--- config.mk ---
export PLATFORM = sky130hd
export DESIGN_NAME = scan_decoder
export DESIGN_NICKNAME = d
export VERILOG_FILES = /design/src/rtl/scan_decoder.sv
export SDC_FILE = /design/constraint.sdc
export NUM_CORES = 1
export LEC_CHECK = 0
export ABC_AREA = 1
export BUFFER_PORTS_ARGS = -buffer_cell sky130_fd_sc_hd__clkbuf_2
export CORE_AREA = 4 4 41 43
export DETAILED_ROUTE_END_ITERATION = 6
export DIE_AREA = 0 0 45 47
export GPL_ROUTABILITY_DRIVEN = 0
export SLEW_MARGIN = 20
export SYNTH_ARGS = -nofsm -noshare
export SYNTH_HDL_FRONTEND = slang
export SYNTH_SLANG_ARGS = --single-unit
--- constraint.sdc ---
create_clock -name clk -period 0.8 [get_ports clk]
set_input_delay 0.08 -clock clk [delete_from_list [all_inputs] [get_ports clk]]
set_output_delay 0.08 -clock clk [all_outputs]
set_load 0.005 [all_outputs]
--- src/rtl/scan_decoder.sv ---
// scan_decoder: registered one-hot decoder with an optional dwell-timed scan sequencer.
// Scan support (SCAN/DONE states, dwell counter) is built only when SCAN_DECODER_SCAN_EN is defined.
module scan_decoder #(
    parameter int unsigned ADDR_W = 2,
    parameter int unsigned DWELL  = 1
) (
    input  logic                   clk,
    input  logic                   reset,
    input  logic                   enable,
    input  logic                   mode,
    input  logic                   start,
    input  logic [ADDR_W-1:0]      addr,
    output logic [2**ADDR_W-1:0]   out,
    output logic [ADDR_W-1:0]      cur_addr,
    output logic                   busy,
    output logic                   done
);

    localparam int unsigned OUT_W = 2 ** ADDR_W;

    logic [OUT_W-1:0]  out_q, out_d;
    logic [ADDR_W-1:0] cur_addr_q, cur_addr_d;

    function automatic logic [OUT_W-1:0] onehot(input logic [ADDR_W-1:0] idx);
        logic [OUT_W-1:0] v;
        v      = '0;
        v[idx] = 1'b1;
        return v;
    endfunction

    always_ff @(posedge clk or posedge reset) begin
        if (reset) begin
            out_q      <= '0;
            cur_addr_q <= '0;
        end else begin
            out_q      <= out_d;
            cur_addr_q <= cur_addr_d;
        end
    end

    assign out      = out_q;
    assign cur_addr = cur_addr_q;

`ifdef SCAN_DECODER_SCAN_EN

    typedef enum logic [1:0] {
        S_IDLE,
        S_SCAN,
        S_DONE
    } state_t;

    // dwell_q counts enabled edges already spent on the current index
    localparam logic [7:0] DWELL_LAST = 8'(DWELL - 1);

    state_t            state_q, state_d;
    logic [7:0]        dwell_q, dwell_d;
    logic [ADDR_W-1:0] next_addr;

    assign next_addr = cur_addr_q + ADDR_W'(1);

    always_ff @(posedge clk or posedge reset) begin
        if (reset) begin
            state_q <= S_IDLE;
            dwell_q <= '0;
        end else begin
            state_q <= state_d;
            dwell_q <= dwell_d;
        end
    end

    always_comb begin
        state_d    = state_q;
        dwell_d    = dwell_q;
        out_d      = out_q;
        cur_addr_d = cur_addr_q;
        unique case (state_q)
            S_IDLE: begin
                if (!enable) begin
                    out_d = '0;
                end else if (mode && start) begin
                    state_d    = S_SCAN;
                    cur_addr_d = '0;
                    dwell_d    = '0;
                    out_d      = onehot('0);
                end else begin
                    out_d      = onehot(addr);
                    cur_addr_d = addr;
                end
            end
            S_SCAN: begin
                if (!enable) begin
                    out_d = '0;
                end else if (dwell_q != DWELL_LAST) begin
                    dwell_d = dwell_q + 8'd1;
                    out_d   = onehot(cur_addr_q);
                end else if (cur_addr_q == '1) begin
                    state_d = S_DONE;
                    out_d   = '0;
                end else begin
                    cur_addr_d = next_addr;
                    dwell_d    = '0;
                    out_d      = onehot(next_addr);
                end
            end
            S_DONE: begin
                state_d = S_IDLE;
                out_d   = '0;
            end
            default: begin
                state_d = S_IDLE;
                out_d   = '0;
            end
        endcase
    end

    assign busy = (state_q == S_SCAN);
    assign done = (state_q == S_DONE);

`else

    localparam int unsigned unused_dwell = DWELL;
    logic unused_scan_inputs;
    assign unused_scan_inputs = mode ^ start;

    always_comb begin
        out_d      = enable ? onehot(addr) : '0;
        cur_addr_d = enable ? addr : cur_addr_q;
    end

    assign busy = 1'b0;
    assign done = 1'b0;

`endif

endmodule

; ---- Word-level counts from Yosys, hierarchy flattened
; Index checks and enable logic that the tools add are counted.
[totals]
reg_bits = 6
input_bits = 7
[classes]
n_lt_le_gt_ge = 2
n_reduce_logical = 1
n_mux = 3
[op_table]
columns = op, n
row1 = 2-to-1 mux 4 bit, 1
row2 = "< comparator 2 x 3 -> 1 bit, second input constant", 1
row3 = demux 1 bit (select 2 bit), 1
row4 = "greater-or-equal comparator 2 x 1 -> 1 bit, second input constant", 1
row5 = logical AND 1 bit, 1
row6 = 2-to-1 mux 1 bit, 1

; ---- Depth between registers and ports, before layout
; Gate-level depths: netlist of the first run.
[depth]
ltp_word = 5
depth_mapped = 3
depth_no_buf = 3

; ---- Worst setup path after synthesis of the first run
; Ideal clock, no wire load.
[synth_path]
path_type = register to register
start = register, netlist name cur_addr[0]
end = register cur_addr_q[0], in the netlist cur_addr[0]
slack_ns = 0.217
arrival_ns = 0.465
required_ns = 0.682
setup_time_ns = 0.118
path_stages_with_launch = 3
path_cell_list = dfrtp_1 nand2_1 nand2_1
[synth_rtl]
columns = item, line_no
row1 = "end signal, assigned", 37  ; cur_addr_q <= cur_addr_d;
row2 = "end, declared", 22  ; logic [ADDR_W-1:0] cur_addr_q, cur_addr_d;

; ---- Worst setup path after layout of the first run
[layout_path]
start = register cur_addr_q[1], in the netlist cur_addr[1]
end = output port cur_addr[1]
[layout_rtl]
columns = item, line_no
row1 = "end, declared", 14  ; output logic [ADDR_W-1:0] cur_addr,
; No word-level cell between the ends.

==> flow_summary.yaml, run 1 <==
status:
  status: "finished, final reports clean"
power_and_ir_drop:
  power.clock.fraction: 0.406
  ir_drop_mv: 0.461
  p_int_uw: 525
  swShare: 0.220
  netSwitchingPower_uw: 148
  static-leakage-power_uw: 0.000195
  comb_power_share: 0.107
  power_density_nw_per_um2: 2080
  power.sequential.fraction: 0.487
placed_design:
  dp_hpwl_um: 363
  numPortBuffers: 10
run:
  drv_cap: 0
yosys:
  synthesis.area_sq_um: 226
  synth_top_family_by_area: "simple AND/OR/NAND/NOR gates"
  yosys.area_share.simple: 0.204
  ys_async_sr_fraction: 1.00
  ys.flop_type: "sky130_fd_sc_hd__dfrtp_1"
  synth_cells: 23
  netlist.top_cell.by_area: "sky130_fd_sc_hd__dfrtp_1"
  synthTopCellsByCount: "sky130_fd_sc_hd__dfrtp_1, sky130_fd_sc_hd__nand2_1, sky130_fd_sc_hd__inv_1, sky130_fd_sc_hd__nor2_1, sky130_fd_sc_hd__buf_4"
  netlist_top_cells_area: "sky130_fd_sc_hd__dfrtp_1, sky130_fd_sc_hd__nand2_1, sky130_fd_sc_hd__buf_4, sky130_fd_sc_hd__inv_1, sky130_fd_sc_hd__nor2_1"
  synth-seq-area-share: 0.663
  synth_seq_cells: 6
  syn_avg_cell_area_sq_um: 9.85
  synth_xor_area_frac: 0
  yosys.cell_types.count: 8
  synth_adder_area_share: 0
  synth-edff-count: 0
  compound_gate_portion_of_the_synthesized_area: 0
  yosysWarningCount: 0
  netlist.area_leader.share: 0.663
  synth.mux.area_fraction: 0
sta:
  timing.setup.tns_ns: 0
  rsz0062_at_grt: "yes"
  setup_violations: 0
  maxSlewViolCount: 0
  final.period_utilization: 1.00
  fin_crit_ns: 0.800
  hold-worst-slack_ns: 0.0222
  fin_worst_skew_ns: 0
  timing_hold_violations_final: 0
  fmax_ghz: 1.25
global_route:
  grt_start_max_net_pins: 7
  grt_first_pass_wirelength_um: 765
  first_global_vias: 198
  gr-total-overflow: 0
  grt.total_usage: 0.0572
  grt_antenna_before_repair: 0
clocking:
  tritoncts.num_buffers: 3
  cts_resized: 0
  cts_clk_pin_slew_worst_paths_ns: 0.04
  clock-sinks: 6
  htree_levels: 1
  tritoncts: "built"
  clkLatencyLatePin_ns: 0.24
  clk_path_buf_depth: 2
  clock_tree.root_cell: "sky130_fd_sc_hd__clkbuf_4"
route:
  drt_drc_violations_left: 0
  drt-pass1-iter-count: 2
  drt_wl_total_um: 446
  detail-route-antenna-nets: 0
  drt-vias-per-instance: 3.40
  vias: 177
  drt_iter0_drc: 3
  wl_per_cell_um: 8.58
critical_path:
  worst_path_largest_cell_delay_ns: 0.37
  cp_max_fo: 2
  worst-path-stages: 1
  cp_num_buf_inv: 1
  critPathSlowestCell: "sky130_fd_sc_hd__dfrtp_1"
  worst_r2r_path_depth: 3
  timing.critical_path.max_delay_family: "flip-flops"
  crit_required_ns: 0.72
  worstPathArrival_ns: 0.72
  critical_path_class: "flip-flop to primary output"
  crit_chain: "clkbuf_2"
  cp-start-kind: "flip-flop"
  worst_setup_path_end_kind: "primary output"
hold_path:
  min_delay_path_depth: 2
  holdCritPathClass: "input port to flip-flop"
die:
  fp.dieW_um: 45
  die-area_sq_um: 2120
  starting_density: 0.174
  floorplan.die.height_um: 47
  design.portCount: 15
  num_rows: 13
  coreArea_sq_um: 1300
finish:
  final_util: 0.249
  seqCellArea_sq_um: 150
  diodes: 0
  final_net_count: 46
  drive_gt1_frac: 0.432
  footprint_of_the_multi_input_gates_sq_um: 53.8
  areaGrowthSynthToFinish_pct: 43.1
  fillers: 150
-- state kept, by name (all words and copies together), names as in the netlist --
register	count
cur_addr	2
out	4
-- through the flow --
step	power, uW	worst slack [ns]	cells	instance area (sq um)
after floorplan	366	0.217	24	230
after global placement	395	0.221	47	284
after detailed placement	396	0.213	47	284
after CTS	688	-0.0125	52	324
after global routing	728	-0.0446	52	324
final	672	0.00000344	52	324
-- power groups by stage --
stage                     sequential [uW]  clock, uW  combinational [uW]
after floorplan                       334          0                31.4
after global placement                332          0                62.8
after detailed placement              332          0                63.8
after CTS                             327        286                74.4
after global routing                  329        315                83.5
final                                 327        273                72.1
-- per-layer routing --
| layer | GRT usage | share of wire |
|---|---|---|
| met4 | 0.0702 | 0 |
| met1 | 0.0602 | 0.44 |
| met2 | 0.0678 | 0.43 |
| met5 | 0 | 0 |
| met3 | 0.0383 | 0.13 |
-- cells by family (layout without fill, tap and decap cells) --
group / after synthesis / in the layout
buffers and inverters: 5 / 18
flip-flops: 6 / 6
other: 1 / 2
AND/OR/NAND/NOR: 11 / 11
-- area by class of cell --
type	instances	area share
clock buffer	3	0.0695
inverter	3	0.0347
multi-input combinational	13	0.166
sequential	6	0.463
tap	15	0.0579
timing repair buffer	12	0.208
-- worst paths after layout --
check	start	slack, ns	endpoint
setup / recovery	cur_addr[1]$_DFFE_PP0P_	0.000003	cur_addr[1]
hold / removal	addr[0]	0.02	out[2]$_DFF_PP0_
setup reg to reg	cur_addr[0]$_DFFE_PP0P_	0.10	cur_addr[0]$_DFFE_PP0P_
hold reg to reg	cur_addr[1]$_DFFE_PP0P_	0.47	cur_addr[1]$_DFFE_PP0P_
max in group asynchronous	reset	0.33	out[1]$_DFF_PP0_
min in group asynchronous	reset	0.28	out[2]$_DFF_PP0_
-- cell usage in the layout, fill, tap and decap left out, drive strengths merged --
cell,netlist,final
dlygate4sd3,0,1
clkbuf,0,13
nand2,7,7
inv,3,3
conb,1,2
dfrtp,6,6
buf,2,1
nor2,4,4
-- timing repair --
item                                    in CTS  in global routing
buffers inserted                             1                  0
endpoints found under the setup margin       2                  6
endpoints found under the hold margin        6                  0
pin swaps                                    0                  0
hold buffers                                 1                  0
(Power assumes the default switching activity.)
==> run 2: changes to the inputs <==
--- a/config.mk
+++ b/config.mk
@@ -5,7 +5,6 @@
 export SDC_FILE = /design/constraint.sdc
 export NUM_CORES = 1
 export LEC_CHECK = 0
-export ABC_AREA = 1
 export BUFFER_PORTS_ARGS = -buffer_cell sky130_fd_sc_hd__clkbuf_2
 export CORE_AREA = 4 4 41 43
 export DETAILED_ROUTE_END_ITERATION = 6
==> flow_summary.yaml, run 2 <==
clocking:
  clkLatencyLatePin_ns: 0.24
  tritoncts.num_buffers: 3
  clock-sinks: 6
  clk_path_buf_depth: 2
  cts_resized: 0
  tritoncts: "built"
  clock_tree.root_cell: "sky130_fd_sc_hd__clkbuf_4"
  cts_clk_pin_slew_worst_paths_ns: 0.05
  htree_levels: 1
yosys:
  synth_seq_cells: 6
  netlist.top_cell.by_area: "sky130_fd_sc_hd__dfrtp_1"
  yosys.area_share.simple: 0.152
  synthesis.area_sq_um: 230
  synthTopCellsByCount: "sky130_fd_sc_hd__dfrtp_1, sky130_fd_sc_hd__and3b_2, sky130_fd_sc_hd__buf_4, sky130_fd_sc_hd__mux2_2"
  ys.flop_type: "sky130_fd_sc_hd__dfrtp_1"
  synth_cells: 16
  synth_xor_area_frac: 0
  ys_async_sr_fraction: 1.00
  yosys.cell_types.count: 8
  synth_adder_area_share: 0
  synth_top_family_by_area: "simple AND/OR/NAND/NOR gates"
  compound_gate_portion_of_the_synthesized_area: 0
  netlist_top_cells_area: "sky130_fd_sc_hd__dfrtp_1, sky130_fd_sc_hd__mux2_2, sky130_fd_sc_hd__and3b_2, sky130_fd_sc_hd__buf_4, sky130_fd_sc_hd__and3_2"
  synth-seq-area-share: 0.652
  synth_most_common_cell: "sky130_fd_sc_hd__dfrtp_1"
  synth-edff-count: 0
  netlist.area_leader.share: 0.652
  yosysWarningCount: 0
  synth.mux.area_fraction: 0.0978
  syn_avg_cell_area_sq_um: 14.4
power_and_ir_drop:
  power.clock.fraction: 0.407
  power.sequential.fraction: 0.492
  netSwitchingPower_uw: 141
  static-leakage-power_uw: 0.000177
  ir_drop_mv: 0.871
  swShare: 0.211
  comb_power_share: 0.101
  p_int_uw: 529
  power_density_nw_per_um2: 2090
run:
  drv_cap: 0
sta:
  post-route-worst-setup-slack_ns: -0.00686
  rsz0062_at_grt: "yes"
  maxSlewViolCount: 0
  final.period_utilization: 1.01
  timing_hold_violations_final: 0
  fin_crit_ns: 0.807
  fin_worst_skew_ns: 0
  setup_violations: 2
  fmax_ghz: 1.24
die:
  floorplan.die.height_um: 47
  design.portCount: 15
  starting_density: 0.177
  coreArea_sq_um: 1300
  fp.dieW_um: 45
  num_rows: 13
  die-area_sq_um: 2120
route:
  detail-route-antenna-nets: 0
  drt_iter0_drc: 0
  drt_wl_total_um: 409
  vias: 161
  wl_per_cell_um: 9.30
  drt_drc_violations_left: 0
  drt-pass1-iter-count: 1
  drt-vias-per-instance: 3.66
critical_path:
  worst_setup_path_end_kind: "primary output"
  worst-path-stages: 1
  crit_path_end: "cur_addr[0]"
  cp_max_fo: 2
  critPathSlowestCell: "sky130_fd_sc_hd__dfrtp_1"
  cp_num_buf_inv: 1
  worstReg2RegStart: "cur_addr[0]$_DFFE_PP0P_"
  worst_path_largest_cell_delay_ns: 0.37
  critical_path_class: "flip-flop to primary output"
  crit_chain: "clkbuf_2"
  worstPathArrival_ns: 0.73
  worst_r2r_path_depth: 1
  worst_r2r_endpoint: "cur_addr[0]$_DFFE_PP0P_"
  timing.critical_path.max_delay_family: "flip-flops"
  crit_required_ns: 0.72
  reg2reg_setup_slack_ns: 0.06
  critPathLaunch: "cur_addr[0]$_DFFE_PP0P_"
  cp-start-kind: "flip-flop"
placed_design:
  placement.setup.worst_slack_ns: 0.0611
  numPortBuffers: 10
finish:
  areaGrowthSynthToFinish_pct: 39.1
  final_common_cell: "sky130_fd_sc_hd__clkbuf_2"
  layout_common_cells: "sky130_fd_sc_hd__clkbuf_2, sky130_fd_sc_hd__dfrtp_1, sky130_fd_sc_hd__clkbuf_4"
  drive_gt1_frac: 0.621
  diodes: 0
  final_net_count: 38
  largest_register_ff_count: 4
  final_util: 0.246
hold_path:
  holdCritPathClass: "input port to flip-flop"
global_route:
  grt.total_usage: 0.0510
  gr-total-overflow: 0
  grt_first_pass_wirelength_um: 690
  grt_antenna_before_repair: 0
  first_global_vias: 157
  grt_start_max_net_pins: 7
status:
  status: "complete, but fails checks"
  violations: "setup timing"
run 2: changes by cell type in the layout (fill, tap and decap cells not counted):
cell,previous run,this run
sky130_fd_sc_hd__nor3b_1,0,1
sky130_fd_sc_hd__nor2_1,3,0
sky130_fd_sc_hd__and3b_2,0,2
sky130_fd_sc_hd__and3_2,0,1
sky130_fd_sc_hd__nand2_2,1,0
sky130_fd_sc_hd__nor2_2,1,0
sky130_fd_sc_hd__nand2_1,6,0
sky130_fd_sc_hd__inv_1,3,1
sky130_fd_sc_hd__mux2_2,0,2
sky130_fd_sc_hd__buf_4,1,0
run 2: what timing repair did:
item                       in CTS  in global routing
setup buffers                   0                  0
setup endpoints to repair       2                  6
hold endpoints to repair        6                  0
hold buffers                    1                  0
run 2: area by class of cell:
type                            count  area, sq um
Clock buffer                        3         22.5
Tap cell                           15         18.8
Fill cell                         146          981
Timing Repair Buffer               11         60.1
Sequential cell                     6          150
Multi-Input combinational cell      8         65.1
Inverter                            1         3.75
run 2: cell families after synthesis:
logic type / after synthesis
DFF: 6
and+or+nand+nor: 4
buffers and inverters: 3
muxes: 2
other: 1
run 2: metrics by stage:
step	total power, uW	TNS [ns]	hold slack (ns)	cell area (sq um)	std cells
6_report	670	-0.0123	0.0620	320	44
5_1_grt	731	-0.176	0.0556	320	44
4_1_cts	684	-0.0307	0.0536	320	44
3_5_place_dp	399	0	-0.0131	288	40
3_3_place_gp	397	0	-0.0184	288	40
2_1_floorplan	368	0	-0.129	234	17
run 2: power by group through the flow:
stage | Clock [uW] | Combinational (uW) | Sequential, uW
global placement | 0 | 63.5 | 333
detailed placement | 0 | 65.0 | 334
finish | 273 | 67.5 | 329
CTS | 286 | 68.9 | 329
global route | 325 | 75.1 | 331
floorplan | 0 | 32.2 | 336
run 2: metal layers:
metal,part of all wire,vias to the layer above,global-route usage,wire length (um)
met5,0,-,0,0
met2,0.33,13,0.0593,137
met1,0.45,71,0.0536,184
li1,-,77,-,-
met4,0,0,0.0175,0
met3,0.22,0,0.0651,88
run 2: worst min path at each step:
stage / startpoint / cells past startpoint / to / slack (ns)
final: addr[1] / 2 / out[0]$_DFF_PP0_ / 0.06
after global routing: addr[1] / 2 / out[0]$_DFF_PP0_ / 0.06
after CTS: addr[1] / 2 / out[0]$_DFF_PP0_ / 0.05
after detailed placement: reset / 2 / out[1]$_DFF_PP0_ / -0.01
after global placement: reset / 2 / out[0]$_DFF_PP0_ / -0.02
after floorplan: reset / 1 / cur_addr[0]$_DFFE_PP0P_ / -0.13
